[src/rtl/status_branch_unit_pkg.sv]
// Shared types for the status register and the branch condition codes.
// Also imported by the decoder, so the encodings here are architectural.
package status_branch_unit_pkg;

    localparam int unsigned STATUS_W = 5;

    // Branch condition codes, as carried in the instruction's condition field.
    typedef enum logic [3:0] {
        CondEq = 4'd0,
        CondNe = 4'd1,
        CondCs = 4'd2,
        CondCc = 4'd3,
        CondMi = 4'd4,
        CondPl = 4'd5,
        CondVs = 4'd6,
        CondVc = 4'd7,
        CondPe = 4'd8,
        CondPo = 4'd9,
        CondGe = 4'd10,
        CondLt = 4'd11,
        CondGt = 4'd12,
        CondLe = 4'd13,
        CondAl = 4'd14,
        CondNv = 4'd15
    } cond_e;

    // Field order gives the {S,Z,C,P,V} bit layout seen on the status port.
    typedef struct packed {
        logic sign;
        logic zero;
        logic carry;
        logic parity;
        logic ovf;
    } status_t;

    // Flags of a zero result: zero set, even parity, everything else clear.
    localparam status_t STATUS_RESET = '{
        sign:   1'b0,
        zero:   1'b1,
        carry:  1'b0,
        parity: 1'b1,
        ovf:    1'b0
    };

    // Signed less-than after a compare: sign disagrees with overflow.
    function automatic logic signed_lt(status_t f);
        return f.sign ^ f.ovf;
    endfunction

endpackage

[src/rtl/status_branch_unit_cond_eval.sv]
// Purely combinational branch condition evaluation against a set of flags.
module status_branch_unit_cond_eval
    import status_branch_unit_pkg::*;
(
    input  status_t flags_i,
    input  cond_e   cond_i,
    output logic    taken_o
);

    logic lt;

    assign lt = signed_lt(flags_i);

    // Map condition code to taken using the supplied flags.
    always_comb begin
        taken_o = 1'b0;
        unique case (cond_i)
            CondEq: taken_o = flags_i.zero;
            CondNe: taken_o = ~flags_i.zero;
            CondCs: taken_o = flags_i.carry;
            CondCc: taken_o = ~flags_i.carry;
            CondMi: taken_o = flags_i.sign;
            CondPl: taken_o = ~flags_i.sign;
            CondVs: taken_o = flags_i.ovf;
            CondVc: taken_o = ~flags_i.ovf;
            CondPe: taken_o = flags_i.parity;
            CondPo: taken_o = ~flags_i.parity;
            CondGe: taken_o = ~lt;
            CondLt: taken_o = lt;
            CondGt: taken_o = ~flags_i.zero & ~lt;
            CondLe: taken_o = flags_i.zero | lt;
            CondAl: taken_o = 1'b1;
            CondNv: taken_o = 1'b0;
            default: taken_o = 1'b0;
        endcase
    end

endmodule

[src/rtl/status_branch_unit.sv]
// Architectural status register plus branch resolution. Flags written by EX
// are bypassed into same-cycle branch evaluation; the taken/target result is
// held in a single output register handed to fetch over valid/ready.
module status_branch_unit
    import status_branch_unit_pkg::*;
#(
    parameter int unsigned PC_W   = 16,
    parameter int unsigned COND_W = 4
) (
    input  logic              clk,
    input  logic              rst_n,
    input  logic              flag_we,
    input  logic              flag_sign,
    input  logic              flag_zero,
    input  logic              flag_carry,
    input  logic              flag_parity,
    input  logic              flag_ovf,
    input  logic              flag_busy,
    input  logic              flush,
    input  logic              br_valid,
    output logic              br_ready,
    input  logic [COND_W-1:0] br_cond,
    input  logic [PC_W-1:0]   br_pc,
    input  logic [PC_W-1:0]   br_offset,
    output logic              out_valid,
    input  logic              out_ready,
    output logic              out_taken,
    output logic [PC_W-1:0]   out_target,
    output logic [4:0]        status
);

    status_t         status_q, status_d;
    status_t         flags_in;
    status_t         flags_eff;
    logic            valid_q, valid_d;
    logic            taken_q, taken_d;
    logic [PC_W-1:0] target_q, target_d;
    logic            cond_taken;
    logic            accept;
    logic [PC_W-1:0] pc_next;
    logic [PC_W-1:0] pc_branch;

    assign flags_in = '{
        sign:   flag_sign,
        zero:   flag_zero,
        carry:  flag_carry,
        parity: flag_parity,
        ovf:    flag_ovf
    };

    // A write in flight this cycle is visible to the branch evaluated now.
    assign flags_eff = flag_we ? flags_in : status_q;

    status_branch_unit_cond_eval u_cond_eval (
        .flags_i (flags_eff),
        .cond_i  (cond_e'(br_cond)),
        .taken_o (cond_taken)
    );

    // Word-addressed; both sums wrap modulo 2^PC_W by truncation.
    assign pc_next   = br_pc + PC_W'(1);
    assign pc_branch = pc_next + br_offset;

    // The output slot can take a new result when empty or draining this cycle.
    assign br_ready = ~flag_busy & ~flush & (~valid_q | out_ready);
    assign accept   = br_valid & br_ready;

    // Status register: loads on flag writes only; flush has no effect here.
    always_comb begin
        status_d = status_q;
        if (flag_we) begin
            status_d = flags_in;
        end
    end

    // Result register next-state: load on accept, drop on flush or handshake.
    always_comb begin
        valid_d  = valid_q;
        taken_d  = taken_q;
        target_d = target_q;
        if (accept) begin
            valid_d  = 1'b1;
            taken_d  = cond_taken;
            target_d = cond_taken ? pc_branch : pc_next;
        end else if (flush) begin
            valid_d = 1'b0;
        end else if (valid_q && out_ready) begin
            valid_d = 1'b0;
        end
    end

    // State registers with synchronous active-low reset.
    always_ff @(posedge clk) begin
        if (!rst_n) begin
            status_q <= STATUS_RESET;
            valid_q  <= 1'b0;
            taken_q  <= 1'b0;
            target_q <= '0;
        end else begin
            status_q <= status_d;
            valid_q  <= valid_d;
            taken_q  <= taken_d;
            target_q <= target_d;
        end
    end

    assign out_valid  = valid_q;
    assign out_taken  = taken_q;
    assign out_target = target_q;
    assign status     = status_q;

endmodule

[config.mk]
export PLATFORM = sky130hd
export DESIGN_NAME = status_branch_unit
export DESIGN_NICKNAME = d
export VERILOG_FILES = /design/src/rtl/status_branch_unit_pkg.sv /design/src/rtl/status_branch_unit_cond_eval.sv /design/src/rtl/status_branch_unit.sv
export SDC_FILE = /design/constraint.sdc
export NUM_CORES = 1
export LEC_CHECK = 0
export ABC_AREA = 1
export CORE_MARGIN = 4
export CORE_UTILIZATION = 39
export CTS_CLUSTER_SIZE = 30
export DETAILED_ROUTE_END_ITERATION = 10
export PLACE_DENSITY = 0.69
export RECOVER_POWER = 25
export SLEW_MARGIN = 25
export SYNTH_ARGS = -nofsm -noshare
export SYNTH_HDL_FRONTEND = slang
export SYNTH_SLANG_ARGS = --single-unit
[constraint.sdc]
create_clock -name clk -period 2.8 [get_ports clk]
set_clock_uncertainty 0.1 [all_clocks]
set_input_delay 0.56 -clock clk [delete_from_list [all_inputs] [get_ports clk]]
set_output_delay 0.56 -clock clk [all_outputs]
set_load 0.05 [all_outputs]
* Word-level counts from Yosys, hierarchy flattened *
Index checks and enable logic that the tools add are counted.

cells by class
  reductions and logical operators = 3
  magnitude comparators = 0
  mux-type cells = 6
  bitwise operators = 16
  equality and inequality tests = 15
  shift operators = 0
  multipliers = 0
  $add $sub $neg = 2
  divide/modulo/power cells = 0

operators with widths
  cell                                                             number
  4-bit == test, second input constant                             8
  16-bit by 1-bit adder with 16-bit output, second input constant  1
  16-bit adder                                                     1
  4-bit by 3-bit == test with 1-bit output, second input constant  4
  16-bit 2-to-1 mux                                                1
  1-bit one-hot mux with 16 select lines                           1
  1-bit inverter                                                   9
  4-bit by 2-bit == test with 1-bit output, second input constant  2
  5-bit 2-to-1 mux                                                 1
  1-bit AND                                                        4
  4-bit by 1-bit == test with 1-bit output, second input constant  1
  4-bit logical NOT                                                1
  1-bit 2-to-1 mux                                                 3
  3-bit nonzero test                                               1
  1-bit OR                                                         2
  1-bit logical AND                                                1
  1-bit bitwise XOR                                                1

word-level totals
  input port bits = 48
  memories kept = 0
  bits in writable memories = 0
  bits in read-only memories = 0
  bits in latches = 0
  bits in registers = 23
  output and inout bits = 24
  logic and storage cells = 50

* Logic depth before layout (Yosys ltp) *
  depth after elaboration = 6
  mapped depth = 21
  gate-level depth less buffers = 21

* By module *
From an unflattened synthesis, not the netlist that was laid out.

second synthesis, totals
  cells, all modules = 440
  area total of the unflattened synthesis = 2518.7 µm²

by module, submodules not included
  module                        cells an instance  instances  sequential area each (µm²)  area each (µm²)
  status_branch_unit            393                1          460.4                       2309.7
  status_branch_unit_cond_eval  47                 1          0.0                         209.0

* Worst setup path before layout *
Ideal clock, no wire load.

  path kind = input to register
  start = in out_ready
  end = reg target_q[15], in the netlist out_target[15]
  cell stages on the path = 9
  setup time = 0.115 ns
  arrival time = 2.894 ns
  slack = -0.309 ns
  buffers on the path = 1
  required time = 2.585 ns
  cell sequence = inv_1 -> nand2_1 -> nor3b_1 -> nand2_1 -> inv_1 -> buf_2 -> nand3_1 -> nor2_1 -> nor2_1

on the way
  word-level cells in the longest chain between the ends = 3

ends and longest elaborated chain
  item                    line                       source
  start: declaration      status_branch_unit.sv:26   input logic out_ready,
  1-bit OR                status_branch_unit.sv:65   assign br_ready = ~flag_busy & ~flush & (~valid_q | out_ready);
  1-bit AND               status_branch_unit.sv:65
  via br_ready            status_branch_unit.sv:21   output logic br_ready,
  1-bit AND               status_branch_unit.sv:66   assign accept = br_valid & br_ready;
  end signal: assignment  status_branch_unit.sv:103  target_q <= target_d;
  end: declaration        status_branch_unit.sv:37   logic [PC_W-1:0] target_q, target_d;

The timed path passes the listed nets, and every way through them passes these cells.
A chain may end at the register's enable or synchronous reset.

* Worst setup path after layout *
  start = in br_pc[1]
  end = reg target_q[14], in the netlist out_target[14]

on the way
  word-level cells in the longest chain between the ends = 3

ends and longest elaborated chain
  item                                          line                      source
  start: declaration                            status_branch_unit.sv:23  input logic [PC_W-1:0] br_pc,
  16-bit by 1-bit adder with 16-bit output (*)  status_branch_unit.sv:61  assign pc_next = br_pc + PC_W'(1);
  16-bit adder                                  status_branch_unit.sv:62  assign pc_branch = pc_next + br_offset;
  16-bit 2-to-1 mux (*)                         status_branch_unit.sv:84  target_d = cond_taken ? pc_branch : pc_next;

Mark *: on every way between the ends. The rest lies on a longest branch, timed or not.

==> tab_implementation.tex <==
\begin{tabular}{lr}
\hline
Metric & Value \\
\hline
\multicolumn{2}{l}{\textbf{Logic synthesis}} \\
Number of warnings issued by yosys & 0 \\
Nets in the synthesized netlist & 520 \\
Unique cell type count in the Yosys netlist & 29 \\
Synthesis-stage register bit count & 23 \\
Cells after synthesis & 451 \\
Cell area after synthesis & 2590 µm² \\
Average cell area after synthesis & 5.75 µm² \\
Share of the yosys chip area belonging to registers & 17.8\% \\
\multicolumn{2}{l}{\textbf{Clock network}} \\
CTS root buf & clkbuf\_8 \\
Total clock buffers created by CTS & 3 \\
Maximum count of clock buffers along a single path & 2 \\
\# clock sinks & 23 \\
CTS tree & done \\
Depth of the CTS H-tree & 1 \\
Clock network latency to the later pin of the worst-skew pair & 0.26 ns \\
Clock input transition at the sequential cells of the worst setup and hold paths & 0.09 ns \\
\multicolumn{2}{l}{\textbf{Worst setup path}} \\
CP delay by family, top & simple AND/OR/NAND/NOR gates \\
Worst reg-to-reg path cell count & 8 \\
Worst endpoint required time & 2.90 ns \\
Maximum fanout along the worst path & 4 \\
CP Launch Type & primary input \\
Cells along the critical path & buf\_4, ha\_4, nand3\_4, buf\_4, buf\_4, buf\_4, xor2\_1, ha\_1, nand2\_2, nor2\_2, nand2\_1, nand3\_2, nand2\_2, nand2\_1, nand2\_1, nand2\_1, inv\_1, nand3\_1, nand3\_1, a21oi\_1 \\
CP max-delay cell & ha\_1 \\
Worst path arrival time & 2.78 ns \\
Bufs and invs on worst path & 5 \\
Worst setup path class & in -> reg \\
Delay contributed by the slowest stage of the critical path & 0.36 ns \\
Kind of end point of the critical path & flop \\
Levels on crit path & 20 \\
\multicolumn{2}{l}{\textbf{Placement}} \\
Quantity of I/O buffers inserted on ports & 71 \\
\# placed instances & 643 \\
Final HPWL DP & 6.60 mm \\
Placer's final routability congestion estimate & 0.897 \\
\multicolumn{2}{l}{\textbf{Route}} \\
Count of unresolved DRC violations after routing & 0 \\
WL/cell & 12.5 µm \\
Top metal layer carrying routed signals & met4 \\
Vias & 3218 \\
Wire length after detailed routing & 8.19 mm \\
Routed met1 length & 3.52 mm \\
Met2 WL post-DR & 4.02 mm \\
Via-per-instance ratio & 4.91 \\
Iteration-0 DRC count of the detailed router & 174 \\
Post-detailed-route count of antenna-violating nets & 0 \\
Length of routed met3 wiring & 430 µm \\
Number of iterations in the first detailed-routing pass & 4 \\
\multicolumn{2}{l}{\textbf{Floorplanning}} \\
Number of placement rows & 29 \\
Die extent in x & 89.5 µm \\
Number of top-level pins & 72 \\
Initial Util & 40.6\% \\
Area of the core & 6390 µm² \\
Die H & 89.5 µm \\
DIE AREA & 8010 µm² \\
\multicolumn{2}{l}{\textbf{Global routing}} \\
Vias in the first global route & 2910 \\
First-pass GRT wire length & 12.9 mm \\
Global-route total usage across every layer & 20.0\% \\
Antenna violations before repair & 0 \\
Largest net degree at the start of global routing & 32 \\
Remaining global-route overflow & 0 \\
\multicolumn{2}{l}{\textbf{Layout}} \\
Area overhead of the layout relative to synthesis & 59.3\% \\
Final core utilization & 64.7\% \\
Share of post-route cells with drive strength above 1 & 24.0\% \\
Number of standard cells in the final layout excluding fillers & 655 \\
Ant diodes & 0 \\
Most used cells in the layout excluding fill and tap cells & nand2\_1 (135), inv\_1 (69), buf\_4 (62) \\
Most common library cell in the layout ignoring fill and taps & nand2\_1 \\
Nets & 648 \\
Filler Cell Count & 603 \\
\multicolumn{2}{l}{\textbf{Status}} \\
Run status & finished, final reports clean \\
\multicolumn{2}{l}{\textbf{Timing}} \\
Number of failing setup endpoints in the final timing report & 0 \\
Final Slew Violations & 0 \\
Slew @ Worst Pin & 0.529 ns \\
Final critical path time including I/O delays and setup & 2.68 ns \\
Count of endpoints failing hold in the final timing report & 0 \\
Period Utilization, post-route & 95.7\% \\
Relative slew margins & 64.6\% \\
RSZ-0062 raised after global routing & true \\
Maximum operating frequency & 0.373 GHz \\
\multicolumn{2}{l}{\textbf{Power}} \\
Pleak & 2.15 nW \\
Worst VDD drop & 0.000264 V \\
Power density over cell area & 307 nW/µm² \\
Total design power & 1.27 mW \\
\multicolumn{2}{l}{\textbf{Hold path}} \\
Worst Hold Path Cells & 2 \\
Kind of path behind the tightest hold check & reg -> reg \\
\multicolumn{2}{l}{\textbf{Run}} \\
Max capacitance violation total & 0 \\
\hline
\end{tabular}
cells by family (layout without fill, tap and decap cells):
family	after synthesis	count (layout)	share of synthesized area [%]
simple gates	284	284	47.9
buf+inv	83	210	12.9
compound gates	21	21	4.54
flops	23	23	17.8
fa+ha+maj	21	21	10.4
xor+xnor	19	19	6.42
synth_stat cells:
| master | number | area, µm² |
|---|---|---|
| buf_6 | 2 | 22.5 |
| a21oi_2 | 1 | 8.76 |
| o21ai_0 | 4 | 20.0 |
| fa_1 | 1 | 20.0 |
| inv_4 | 1 | 6.26 |
| nand4_1 | 16 | 100 |
| a21oi_1 | 13 | 65.1 |
| o21ai_2 | 1 | 8.76 |
| dfxtp_1 | 23 | 460 |
| nand3b_1 | 3 | 22.5 |
| and2_1 | 1 | 6.26 |
| nand2_4 | 1 | 11.3 |
| ha_1 | 20 | 250 |
| xor2_1 | 15 | 131 |
| inv_1 | 72 | 270 |
| nand3_1 | 56 | 280 |
| nand2_1 | 150 | 563 |
| nor3b_1 | 1 | 7.51 |
| clkbuf_1 | 3 | 11.3 |
| nor3_1 | 3 | 15.0 |
| buf_2 | 5 | 25.0 |
| nor2_2 | 3 | 18.8 |
| xnor2_1 | 4 | 35.0 |
| nor2_1 | 43 | 161 |
| or2_2 | 1 | 6.26 |
| a21o_1 | 1 | 7.51 |
| o21bai_1 | 1 | 7.51 |
| nand2_2 | 5 | 31.3 |
| nand3_4 | 1 | 17.5 |
layout make-up:
cell class,instances,area [µm²],area share [%]
Multi-Input combinational cell,345,2080,50.3
Timing Repair Buffer,133,1170,28.4
Sequential cell,23,460,11.2
Inverter,73,277,6.70
Tap cell,77,96.3,2.33
Clock buffer,3,41.3,1.00
Clock inverter,1,7.51,0.182
power by group:
group / switching, mW / internal, mW / total, mW
clock network: 0.108 / 0.101 / 0.209
registers: 0.0100 / 0.346 / 0.356
logic: 0.393 / 0.312 / 0.705
total: 0.511 / 0.758 / 1.27
final timing paths:
check,to,slack (ns),start
min,out_target[12],0.37,out_target[12]
max reg2reg,out_target[15],0.98,out_valid
max,out_target[14],0.12,br_pc[1]
min reg2reg,out_target[12],0.37,out_target[12]
routing by layer:
layer,up-vias,GRT usage [%]
met4,0,4.47
met1,1427,25.4
met3,20,2.67
li1,1676,-
met2,95,35.9
met5,-,0
per-stage QoR:
stage	setup TNS (ns)	worst slack (ns)	area, µm²	hold WS (ns)
2_1_floorplan	0	0.00457	2600	0.590
3_3_place_gp	-5.31	-0.641	3770	0.356
3_5_place_dp	-6.17	-0.765	3770	0.363
4_1_cts	0	0.00594	3940	0.377
5_1_grt	-0.253	-0.0860	4130	0.401
6_report	0	0.121	4130	0.369
registers in the layout (all words and copies together), names as in the netlist:
register and flops:
out_taken 1, out_target 16, out_valid 1, status 5
worst min-delay path, stage by stage, from the launching register on:
cell and delay, ns:
dfxtp_1 0.32, nand2_1 0.06, a21oi_1 0.05
timing repair:
action,4_1_cts,5_1_grt
cloned,0,0
setup endpoints to repair,10,10
buffers inserted,4,4
pin swaps,13,30
hold buffers,0,0
gates resized for setup,39,56
Power figures use the tool's default switching activity.
==> RTL edit 1 (same flow settings) <==
Set the parameter `COND_W` to 3 (it was 4).
--- a/src/rtl/status_branch_unit.sv
+++ b/src/rtl/status_branch_unit.sv
@@ -5,7 +5,7 @@
     import status_branch_unit_pkg::*;
 #(
     parameter int unsigned PC_W   = 16,
-    parameter int unsigned COND_W = 4
+    parameter int unsigned COND_W = 3
 ) (
     input  logic              clk,
     input  logic              rst_n,
Ports: changed (resized br_cond); port bits go from 72 to 71. No check against the original RTL was run, so the function may have changed too.
==> RTL edit 1 against the original RTL <==
  * Synthesized area shrank 16%
  * Critical path depth shrank 4
  * Sequential cell count is the same
  * Total power shrank 4.0%
  * Worst setup slack lost 0.044 ns
  * Design area shrank 8.0%
  * Via count shrank 15%
  * Routed wire length shrank 14%
  * Synthesized cell count shrank 23%
  * Critical path type unchanged
==> RTL edit 1: results (changes against the original RTL) <==
- Status: finished, final reports clean (unchanged)
- Relative slew slack: 64.7% (was 64.6%)
- CTS root buffer: clkbuf_8 (unchanged)
- Leading post-synthesis cells by cell area: dfxtp_1 (21%), nand2_1 (18%), ha_1 (11%) (was nand2_1 (22%), dfxtp_1 (18%), nand3_1 (11%))
- Placed Area: 3460 um2 (was 3770 um2)
- Input/output buffers: 70 (was 71)
- Hold Crit Start: status[1]$_SDFFE_PN1P_ (was out_target[12]$_SDFFE_PN0P_)
- Path depth of the worst reg2reg path: 7 (was 8)
- Register area share after synthesis: 21.1% (was 17.8%)
- Worst R2R Setup Slack: 1.06 ns (was 0.98 ns)
- Global placement routability congestion: 0.903 (was 0.897)
- Crit path launch: br_pc[3] (was br_pc[1])
- CTS Buffer Depth: 2 (unchanged)
- RR Endpoint: out_target[3]$_SDFFE_PN0P_ (was out_target[15]$_SDFFE_PN0P_)
- Top cells by count, synth: nand2_1 (103), inv_1 (38), a21oi_1 (31), nand3_1 (29), nor2_1 (27) (was nand2_1 (150), inv_1 (72), nand3_1 (56), nor2_1 (43), dfxtp_1 (23))
- Routed vias/inst: 4.88 (was 4.91)
- Hold Path Sink: status[1]$_SDFFE_PN1P_ (was out_target[12]$_SDFFE_PN0P_)
- Largest net degree at the start of global routing: 20 (was 32)
- Max VDD drop: 0.283 mV (was 0.264 mV)
- P_sw: 0.456 mW (was 0.511 mW)
- Static Leakage: 1.87 nW (was 2.15 nW)
- Worst hold slack: 0.362 ns (was 0.369 ns)
- NumNets Final: 561 (was 648)
- Max FO, Critical Path: 3 (was 4)
- Final wirelength: 7.05 mm (was 8.19 mm)
- Iter 0 DRT Violations: 119 (was 174)
- Post-detail-place hpwl: 5.47 mm (was 6.60 mm)
- Unique masters post-synth: 33 (was 29)
- Syn nets: 415 (was 520)
- All-layer global routing usage: 20.4% (was 20.0%)
- First-pass GRT wire length: 10.9 mm (was 12.9 mm)
- Share of layout cells above drive strength 1: 27.2% (was 24.0%)
- Placed cell count: 549 (was 643)
- Setup WS pre-CTS: -0.669 ns (was -0.765 ns)
- DR WL/cell: 12.5 um (about the same)
- Fillers: 429 (was 603)
- Vias in the first global route: 2671 (was 2910)
==> RTL edit 1: cell count changes after synthesis, moves of 4 or more <==
cell      unedited run  this run
nand2_1            150       103
inv_1               72        38
nand3_1             56        29
a21oi_1             13        31
nor2_1              43        27
nand4_1             16         6
o21ai_0              4        12
o21ai_1              0         5
nand2_2              5         1
o211ai_1             0         4
==> RTL edit 1: power groups by stage <==
stage | sequential, mW | combinational [mW] | clock [mW]
final | 0.354 | 0.656 | 0.209
after global routing | 0.356 | 0.716 | 0.229
after CTS | 0.354 | 0.628 | 0.212
after detailed placement | 0.362 | 0.601 | 0
after global placement | 0.361 | 0.593 | 0
after floorplan | 0.422 | 0.261 | 0
==> RTL edit 1: final cells by class <==
class,instances,area (um2),area share [%]
flip-flops and latches,23,460,12.1
inverters,41,154,4.05
well taps,70,87.6,2.30
repair buffers,148,1300,34.3
clock inverters,1,5.00,0.132
clock buffers,3,41.3,1.09
multi-input cells,276,1750,46.0
==> RTL edit 1: repair_timing <==
item | 4_1_cts | 5_1_grt
resized for setup | 35 | 30
setup buffers | 5 | 4
setup endpoints to repair | 10 | 9
pin swaps | 19 | 18
hold buffers | 0 | 0
==> RTL edit 1: worst max-delay path, cell delays in order <==
cell	delay, ns
dlygate4sd2_1	0.28
buf_4	0.16
a31o_2	0.24
nand2_1	0.08
inv_1	0.06
buf_4	0.12
ha_1	0.18
nand2_1	0.09
nand2_1	0.10
a21oi_2	0.11
nand2_1	0.12
nand2_1	0.09
nand3_1	0.10
or2_2	0.31
a21oi_2	0.14
nor2_1	0.05
==> RTL edit 1: layer usage <==
layer / routed length [um] / track usage, % / part of all wire [%] / up-vias
li1: - / - / - / 1422
met5: 0 / 0 / 0 / -
met4: 147 / 5.72 / 2.1 / 0
met3: 368 / 3.69 / 5.2 / 16
met1: 2800 / 23.3 / 40 / 1237
met2: 3740 / 38.2 / 53 / 70
==> RTL edit 1: worst max-delay path by stage <==
stage | end | slack, ns | depth (start not counted)
floorplan | out_target[15]$_SDFFE_PN0P_ | 0.07 | 17
global placement | out_target[11]$_SDFFE_PN0P_ | -0.60 | 15
detailed placement | out_target[11]$_SDFFE_PN0P_ | -0.67 | 15
CTS | out_target[15]$_SDFFE_PN0P_ | 0.04 | 21
global route | out_target[15]$_SDFFE_PN0P_ | -0.05 | 18
finish | out_target[11]$_SDFFE_PN0P_ | 0.08 | 16
==> RTL edit 1: kinds of logic (layout without fill, tap and decap cells) <==
group,count (synthesis),in the layout,share of synthesized area (%)
simple gates,179,179,35.4
buf+inv,48,193,9.25
flops,23,23,21.1
fa+ha+maj,21,21,12.4
xor+xnor,17,17,6.84
compound gates,59,59,14.9
==> RTL edit 2 (config.mk and constraints unchanged) <==
Made on the original files. Put one more register stage on the output `status`. The value now appears one clock later. The other outputs are not delayed to match.
--- a/src/rtl/status_branch_unit.sv
+++ b/src/rtl/status_branch_unit.sv
@@ -107,7 +107,9 @@
     assign out_valid  = valid_q;
     assign out_taken  = taken_q;
     assign out_target = target_q;
-    assign status     = status_q;
+    always_ff @(posedge clk) begin
+        status <= status_q;
+    end
 
 endmodule
 
Behaviour: not the same (Yosys sat finds a counterexample within 4 cycles, from zero or initial values and one cycle with rst_n low).
==> RTL edit 2 against the original RTL <==
  * Worst hold slack got worse by 0.11 ns
  * Synthesized area rose by 6.9%
  * Sequential power rose by 21%
  * Worst setup slack got worse by 0.037 ns
  * Total power rose by 23%
  * Synthesized cell count rose by 5.1%
  * Routed wire length rose by 14%
  * Critical path depth fell by 2
  * Design area rose by 13%
  * Sequential cell count rose by 5
  * Critical endpoint is now out_target[15]$_SDFFE_PN0P_
  * Largest cell class unchanged
  * Largest power group unchanged
==> RTL edit 2: results (changes against the original RTL) <==
- Post-detail-place hpwl: 6.79 mm (was 6.60 mm)
- Unique masters post-synth: 34 (was 29)
- Vias in the first global route: 3303 (was 2910)
- Crit-path max cell delay: 0.39 ns (was 0.36 ns)
- Routed vias/inst: 4.75 (was 4.91)
- Syn nets: 543 (was 520)
- Die span in x: 92.3 um (was 89.5 um)
- Status: finished, final reports clean (unchanged)
- Path depth of the worst reg2reg path: 13 (was 8)
- #FFs+latches synth: 28 (was 23)
- Synth Area in Compound Gates: 7.37% (was 4.54%)
- Leading post-synthesis cells by cell area: nand2_1 (21%), dfxtp_1 (20%), inv_1 (11%) (was nand2_1 (22%), dfxtp_1 (18%), nand3_1 (11%))
- NumNets Final: 694 (was 648)
- All-layer global routing usage: 20.5% (was 20.0%)
- Global placement routability congestion: 0.979 (was 0.897)
- Post-Layout Cell Count: 720 (was 655)
- Avg Inst Size Synth: 5.84 um2 (was 5.75 um2)
- Reg-to-Reg Start: status_q[4]$_SDFF_PN0_ (was out_valid$_SDFFE_PN0P_)
- Sequential share of cell area: 12.1% (was 11.2%)
- Crit path launch: br_pc[0] (was br_pc[1])
- P&R area growth vs syn: 67.9% (was 59.3%)
- Worst R2R Setup Slack: 1.05 ns (was 0.98 ns)
- Placed Area: 4020 um2 (was 3770 um2)
- Hold Path Sink: status[2]$_DFF_P_ (was out_target[12]$_SDFFE_PN0P_)
- Hold Crit Start: status_q[2]$_SDFF_PN0_ (was out_target[12]$_SDFFE_PN0P_)
- Clk_lat worst skew: 0.28 ns (was 0.26 ns)
- Clock-cell share: 1.53% (was 1.18%)
- First-pass GRT wire length: 14.4 mm (was 12.9 mm)
- DR WL/cell: 13.0 um (was 12.5 um)
- Iter 0 DRT Violations: 127 (was 174)
- Adder and majority gate portion of the synthesized area: 9.76% (was 10.4%)
- Worst hold slack: 0.263 ns (was 0.369 ns)
- Signal buffers: 154 (was 133)
- Data buffer area share: 28.9% (was 28.4%)
- CP max-delay cell: or3_4 (was ha_1)
- RR Endpoint: out_target[12]$_SDFFE_PN0P_ (was out_target[15]$_SDFFE_PN0P_)
RTL edit 2: what timing repair did:
| item | 4_1_cts | 5_1_grt |
|---|---|---|
| pin swaps | 19 | 36 |
| setup buffers | 17 | 5 |
| setup endpoints to repair | 12 | 11 |
| gates resized for setup | 57 | 68 |
RTL edit 2: worst max path at each step:
stage,end,cells past startpoint
finish,out_target[15]$_SDFFE_PN0P_,18
global route,out_target[13]$_SDFFE_PN0P_,19
CTS,out_target[14]$_SDFFE_PN0P_,22
detailed placement,out_target[15]$_SDFFE_PN0P_,17
global placement,out_target[11]$_SDFFE_PN0P_,19
floorplan,out_target[14]$_SDFFE_PN0P_,20
RTL edit 2: layer usage:
layer	GRT usage, %	vias up	routed length [um]	share of wire [%]
met5	0	-	0	0
met4	6.44	0	285	3.1
met3	2.95	21	409	4.4
met2	36.7	102	4630	50
met1	25.2	1529	4010	43
li1	-	1770	-	-
